==> src/rtl/arb_pkg.sv <==
// Shared types and defaults for the feature-RAM read arbiter.
package arb_pkg;

  localparam int unsigned RAM_LANES  = 9;
  localparam int unsigned RAM_ADDR_W = 12;

  typedef enum logic [1:0] {
    IDLE    = 2'd0,
    ISSUE   = 2'd1,
    WAIT    = 2'd2,
    RELEASE = 2'd3
  } arbState_t;

  // Ceiling log2, never less than 1 so it can size an index or counter port.
  function automatic int unsigned clog2(input int unsigned value);
    int unsigned width;
    int unsigned rem;
    width = 0;
    rem   = (value > 0) ? value - 1 : 0;
    for (int unsigned i = 0; i < 32; i++) begin
      if (rem != 0) begin
        width = width + 1;
        rem   = rem >> 1;
      end
    end
    return (width == 0) ? 1 : width;
  endfunction

endpackage

==> src/rtl/rr_pick.sv <==
// Round-robin picker: first set request at or above rrPtr, wrapping modulo NUM_REQ.
module rr_pick
  import arb_pkg::*;
#(
  parameter int unsigned NUM_REQ = 3,
  parameter int unsigned IDX_W   = clog2(NUM_REQ)
) (
  input  logic [NUM_REQ-1:0] req,
  input  logic [IDX_W-1:0]   rrPtr,
  output logic               grantValid,
  output logic [IDX_W-1:0]   grantIdx
);

  logic [IDX_W-1:0] cand;

  always_comb begin
    grantValid = 1'b0;
    grantIdx   = '0;
    cand       = '0;
    for (int unsigned i = 0; i < NUM_REQ; i++) begin
      cand = IDX_W'((32'(rrPtr) + i) % NUM_REQ);
      if (!grantValid && req[cand]) begin
        grantValid = 1'b1;
        grantIdx   = cand;
      end
    end
  end

endmodule

==> src/rtl/ram_read_arbiter.sv <==
// Shares the 9-lane feature-RAM read port among NUM_REQ layer controllers,
// granting round-robin and returning a one-cycle valid pulse to the owner.
module ram_read_arbiter
  import arb_pkg::*;
#(
  parameter int unsigned NUM_REQ = 3,
  parameter int unsigned LANES   = RAM_LANES,
  parameter int unsigned ADDR_W  = RAM_ADDR_W,
  parameter int unsigned TIMEOUT = 1023
) (
  input  logic                               i_clk,
  input  logic                               i_reset,
  input  logic [NUM_REQ-1:0]                 i_req_start,
  input  logic [NUM_REQ*LANES*ADDR_W-1:0]    i_req_addr,
  input  logic [NUM_REQ-1:0]                 i_req_mask,
  output logic [NUM_REQ-1:0]                 o_req_valid,
  output logic                               o_ram_start,
  output logic [LANES*ADDR_W-1:0]            o_ram_addr,
  output logic                               o_ram_mask,
  input  logic                               i_ram_valid,
  output logic                               o_busy,
  output logic [clog2(NUM_REQ)-1:0]          o_owner,
  output logic                               o_overrun,
  output logic                               o_timeout
);

  localparam int unsigned IDX_W    = clog2(NUM_REQ);
  localparam int unsigned CNT_W    = clog2(TIMEOUT + 1);
  localparam int unsigned BUNDLE_W = LANES * ADDR_W;

  arbState_t            state, stateNext;
  logic [NUM_REQ-1:0]   pending, pendingNext;
  logic [IDX_W-1:0]     rrPtr, rrPtrNext;
  logic [IDX_W-1:0]     owner, ownerNext;
  logic [CNT_W-1:0]     waitCnt, waitCntNext;
  logic                 overrun, overrunNext;
  logic                 timeout, timeoutNext;

  logic [NUM_REQ-1:0]   req;
  logic [NUM_REQ-1:0]   ownerMask;
  logic [NUM_REQ-1:0]   busyOwnerMask;
  logic [NUM_REQ-1:0]   collide;
  logic [NUM_REQ-1:0]   accepted;
  logic                 grantValid;
  logic [IDX_W-1:0]     grantIdx;
  logic [BUNDLE_W-1:0]  addrSel;
  logic                 maskSel;
  logic                 busy;

  assign busy = (state != IDLE);

  always_comb begin
    ownerMask        = '0;
    ownerMask[owner] = 1'b1;
  end

  // A start from a requester that is already queued or holding the port is dropped.
  assign busyOwnerMask = busy ? ownerMask : '0;
  assign collide       = i_req_start & (pending | busyOwnerMask);
  assign accepted      = i_req_start & ~collide;
  assign req           = pending | i_req_start;

  rr_pick #(
    .NUM_REQ (NUM_REQ),
    .IDX_W   (IDX_W)
  ) u_pick (
    .req        (req),
    .rrPtr      (rrPtr),
    .grantValid (grantValid),
    .grantIdx   (grantIdx)
  );

  always_comb begin
    stateNext   = state;
    pendingNext = pending | accepted;
    rrPtrNext   = rrPtr;
    ownerNext   = owner;
    waitCntNext = waitCnt;
    overrunNext = overrun | (|collide);
    timeoutNext = timeout;
    case (state)
      IDLE: begin
        if (grantValid) begin
          ownerNext             = grantIdx;
          pendingNext[grantIdx] = 1'b0;
          if (32'(grantIdx) == NUM_REQ - 1) rrPtrNext = '0;
          else                              rrPtrNext = grantIdx + 1'b1;
          stateNext = ISSUE;
        end
      end
      ISSUE: begin
        waitCntNext = '0;
        stateNext   = WAIT;
      end
      WAIT: begin
        waitCntNext = waitCnt + 1'b1;
        // A completion arriving in the same cycle as the limit takes priority.
        if (i_ram_valid) begin
          stateNext = RELEASE;
        end else if ((TIMEOUT != 0) && ((32'(waitCnt) + 1) == TIMEOUT)) begin
          timeoutNext = 1'b1;
          stateNext   = IDLE;
        end
      end
      RELEASE: stateNext = IDLE;
      default: stateNext = IDLE;
    endcase
  end

  always_ff @(posedge i_clk or negedge i_reset) begin
    if (!i_reset) begin
      state   <= IDLE;
      pending <= '0;
      rrPtr   <= '0;
      owner   <= '0;
      waitCnt <= '0;
      overrun <= 1'b0;
      timeout <= 1'b0;
    end else begin
      state   <= stateNext;
      pending <= pendingNext;
      rrPtr   <= rrPtrNext;
      owner   <= ownerNext;
      waitCnt <= waitCntNext;
      overrun <= overrunNext;
      timeout <= timeoutNext;
    end
  end

  always_comb begin
    addrSel = '0;
    maskSel = 1'b0;
    for (int unsigned n = 0; n < NUM_REQ; n++) begin
      if (32'(owner) == n) begin
        addrSel = i_req_addr[n*BUNDLE_W +: BUNDLE_W];
        maskSel = i_req_mask[n];
      end
    end
  end

  assign o_busy      = busy;
  assign o_ram_start = (state == ISSUE);
  assign o_req_valid = (state == RELEASE) ? ownerMask : '0;
  assign o_ram_addr  = busy ? addrSel : '0;
  assign o_ram_mask  = busy & maskSel;
  assign o_owner     = owner;
  assign o_overrun   = overrun;
  assign o_timeout   = timeout;

endmodule

==> config.mk <==
export PLATFORM = sky130hd
export DESIGN_NAME = ram_read_arbiter
export DESIGN_NICKNAME = d
export VERILOG_FILES = /design/src/rtl/arb_pkg.sv /design/src/rtl/rr_pick.sv /design/src/rtl/ram_read_arbiter.sv
export SDC_FILE = /design/constraint.sdc
export NUM_CORES = 1
export LEC_CHECK = 0
export ABC_AREA = 1
export BUFFER_PORTS_ARGS = -buffer_cell sky130_fd_sc_hd__buf_2
export CAP_MARGIN = 0
export CORE_AREA = 2 2 173 175
export CTS_CLUSTER_SIZE = 16
export DETAILED_ROUTE_END_ITERATION = 8
export DIE_AREA = 0 0 175 177
export PLACE_DENSITY_LB_ADDON = 0.15
export SLEW_MARGIN = 20
export SYNTH_ARGS = -nofsm -noshare
export SYNTH_HDL_FRONTEND = slang
export SYNTH_SLANG_ARGS = --single-unit
==> constraint.sdc <==
create_clock -name i_clk -period 1.9 [get_ports i_clk]
set_clock_uncertainty 0.15 [all_clocks]
set_input_delay 0.095 -clock i_clk [delete_from_list [all_inputs] [get_ports i_clk]]
set_output_delay 0.095 -clock i_clk [all_outputs]
set_load 0.005 [all_outputs]
==> reports/results.ini <==
[run_status]
outcome=finished, violations left
violations=negative setup slack

[clock_network]
cts.sinks=21
cts_tree=built
clk_latency_ns=0.26
cts-buffers-inserted=3
clockBufferDepth=2
cts-root-buf=clkbuf_16
clkSlewWorstSetupHoldPaths_ns=0.06
htreeDepth=1

[detailed_routing]
top_layer=met5
routed_via_density=4.24
postRouteAntennaNets=0
wl_per_cell_um=19.6
drt_iter0_markers=292
drc=0
routed_wl_um=33200
wl_met3_um=3210
met1Wirelength_um=14800
firstDrtPassIters=5
vias=7181
met2WireLength_um=14900

[logic_synthesis]
yosys_warnings=0
synth-seq-cells=21
synth_top_area_share_pct=38.6
synth_edf_count=0
avgSynthCellArea_um2=5.06
ys_types=28
yosys.area.top_type=nand2_1
synthFlopType=dfrtp_1
synth.area.top_cells=nand2_1 (39%), nand3_1 (14%), dfrtp_1 (14%)
syn-cell-area_um2=3890
ys_seq_area_share_pct=13.5
syn_inst=769
async_reset_ff_share_pct=100
syn_nets=1112

[grt]
grt_pass1_wl_um=43400
grt_max_degree=26
grt_overflow_total=0
track_usage_pct=18.8
antenna_found_initial=3
grt_pass1_vias=6699

[placed_design]
dp_slack_ns=-0.146
dp_hpwl_um=23700
routabilityCongestion=0.846
placed_cell_area_um2=6930
io_buffers=450

[sta]
finalHoldViolations=0
slew_headroom_pct=63.3
period_needed_ns=2.05
report.final.slew_viol_count=0
min_period_over_period_pct=108
worstMarginPinSlew_ns=0.550
rsz0062_at_grt=true
holdWs_ns=0.00256
fmax_ghz=0.489
timing.final.ws_setup_ns=-0.145
setup_viol=106

[floorplanning]
die_area_um2=31000
fp-row-count=63
die_w_um=175
coreArea_um2=29200
start_util_pct=13.3
die_y_um=177
ios=451

[setup_path]
cp-end-kind=output pin
critPathArrivalTime_ns=1.80
cp_slowest_stage_delay_ns=0.36
cp_max_fo=7
path_common_cell=buf_12
ff2ff_path_depth=12
cp.required_ns=1.65
path_buf_inv=6
crit_path_start_kind=flip-flop
cp_cell_sequence=inv_2 -> ha_4 -> buf_6 -> nor2_4 -> buf_12 -> buf_12 -> buf_12 -> nand2_2 -> nand2_4 -> buf_6
slowest_stage=dfrtp_1
path_class=flip-flop to output pin
crit_family=buffers and inverters
path_depth=10

[finish]
drive_gt1_share_pct=69.4
fin_area_um2=10000
fin_nets=1645
final_core_util_pct=34.3
fill_cells=3237
area_growth_pct=158

[power_and_ir_drop]
powerDensity_nw_per_um2=1590
p_leak_nw=5.89
ir_drop_mv=0.517
p_total_mw=16.0

[flow_run]
timing.max_cap.violations=0

[worst_hold_path]
hold-path-cell-count=3
hp-class=primary input to flip-flop

==> power breakdown <==
group	switching, mW	internal, mW	total [mW]
clock	0.175	0.283	0.458
combinational	7.64	7.23	14.9
sequential	0.101	0.557	0.658
==> placed cells by master, fill, tap and decap left out, types with 12 or more instances in the layout <==
master     netlist  routed
inv_1           79      54
buf_6            0      65
nand2_2         11      86
nand2_1        400     237
inv_2            4      27
clkbuf_16        0      12
nand3_1        107      26
nand3_2          6      84
nor2_4           4      13
dfrtp_1         21      19
buf_12           0      25
buf_2           31     403
buf_16           0      14
buf_4            1      52
nand2_4          0      88
==> state kept, by name (all words and copies together) (netlist names) <==
register and count:
o_overrun 1, o_timeout 1, pending 3, state 2, o_owner 2, rrPtr 2, waitCnt 10
==> metrics by stage <==
| step | TNS (ns) | cells |
|---|---|---|
| final | -8.13 | 1692 |
| after floorplan | 0 | 769 |
| after global placement | -0.652 | 1612 |
| after global routing | -16.87 | 1692 |
| after CTS | -6.10 | 1672 |
| after detailed placement | -1.24 | 1612 |
==> kinds of logic after synthesis <==
kind of cell,after synthesis,synth area share [%]
adder cells (fa/ha/maj),10,3.22
XOR/XNOR,1,0.225
AO/OA/AOI/OAI,51,8.91
flip-flops,21,13.5
AND/OR/NAND/NOR,558,60.7
buffers and inverters,128,13.4
==> synthesized netlist by cell type, drive strengths merged (6+ instances only) <==
cell,count
dfrtp,21
ha,10
a31oi,11
buf,33
inv,83
nand2,411
a21oi,6
nor2,30
a32oi,11
o21ai,16
nand3,113
clkbuf,12
==> layout make-up <==
type                       instances  area, µm²  area share (%)
antenna                            1       2.50          0.0249
clock buffer                       3       75.1           0.748
clock inverter                     1       5.00          0.0499
inverter                          83        322            3.21
multi-input combinational        620       4300            42.8
sequential                        21        528            5.26
tap                              390        488            4.86
timing repair buffer             573       4320            43.0
==> worst min-delay path, delay by kind of cell <==
family / cells / cell delay (ns)
AND/OR/NAND/NOR: 1 / 0.10
buffers and inverters: 1 / 0.09
AO/OA/AOI/OAI: 1 / 0.08
==> metal layers <==
metal  up-vias  GRT usage, %
li1       3488             -
met3        24          6.85
met4         4          1.70
met5         -             0
met2       273          29.2
met1      3392          25.8
==> path summary, 6_finish.rpt <==
kind | end | slack [ns] | start
min in group asynchronous | waitCnt[1] | 0.21 | i_reset
setup reg to reg | rrPtr[1] | 0.05 | rrPtr[1]
hold / removal | o_overrun | 0.003 | i_req_start[2]
hold reg to reg | o_timeout | 0.31 | o_timeout
setup / recovery | o_ram_addr[5] | -0.15 | state[1]
max in group asynchronous | o_owner[0] | 0.99 | i_reset
==> what timing repair did <==
| item | CTS | global route |
|---|---|---|
| endpoints found under the setup margin | 114 | 117 |
| hold buffers | 2 | 0 |
| resized for setup | 288 | 224 |
| pin swaps | 75 | 87 |
| buffers inserted | 36 | 14 |
| cloned | 18 | 10 |
| endpoints found under the hold margin | 22 | 0 |
(Power assumes the default switching activity.)
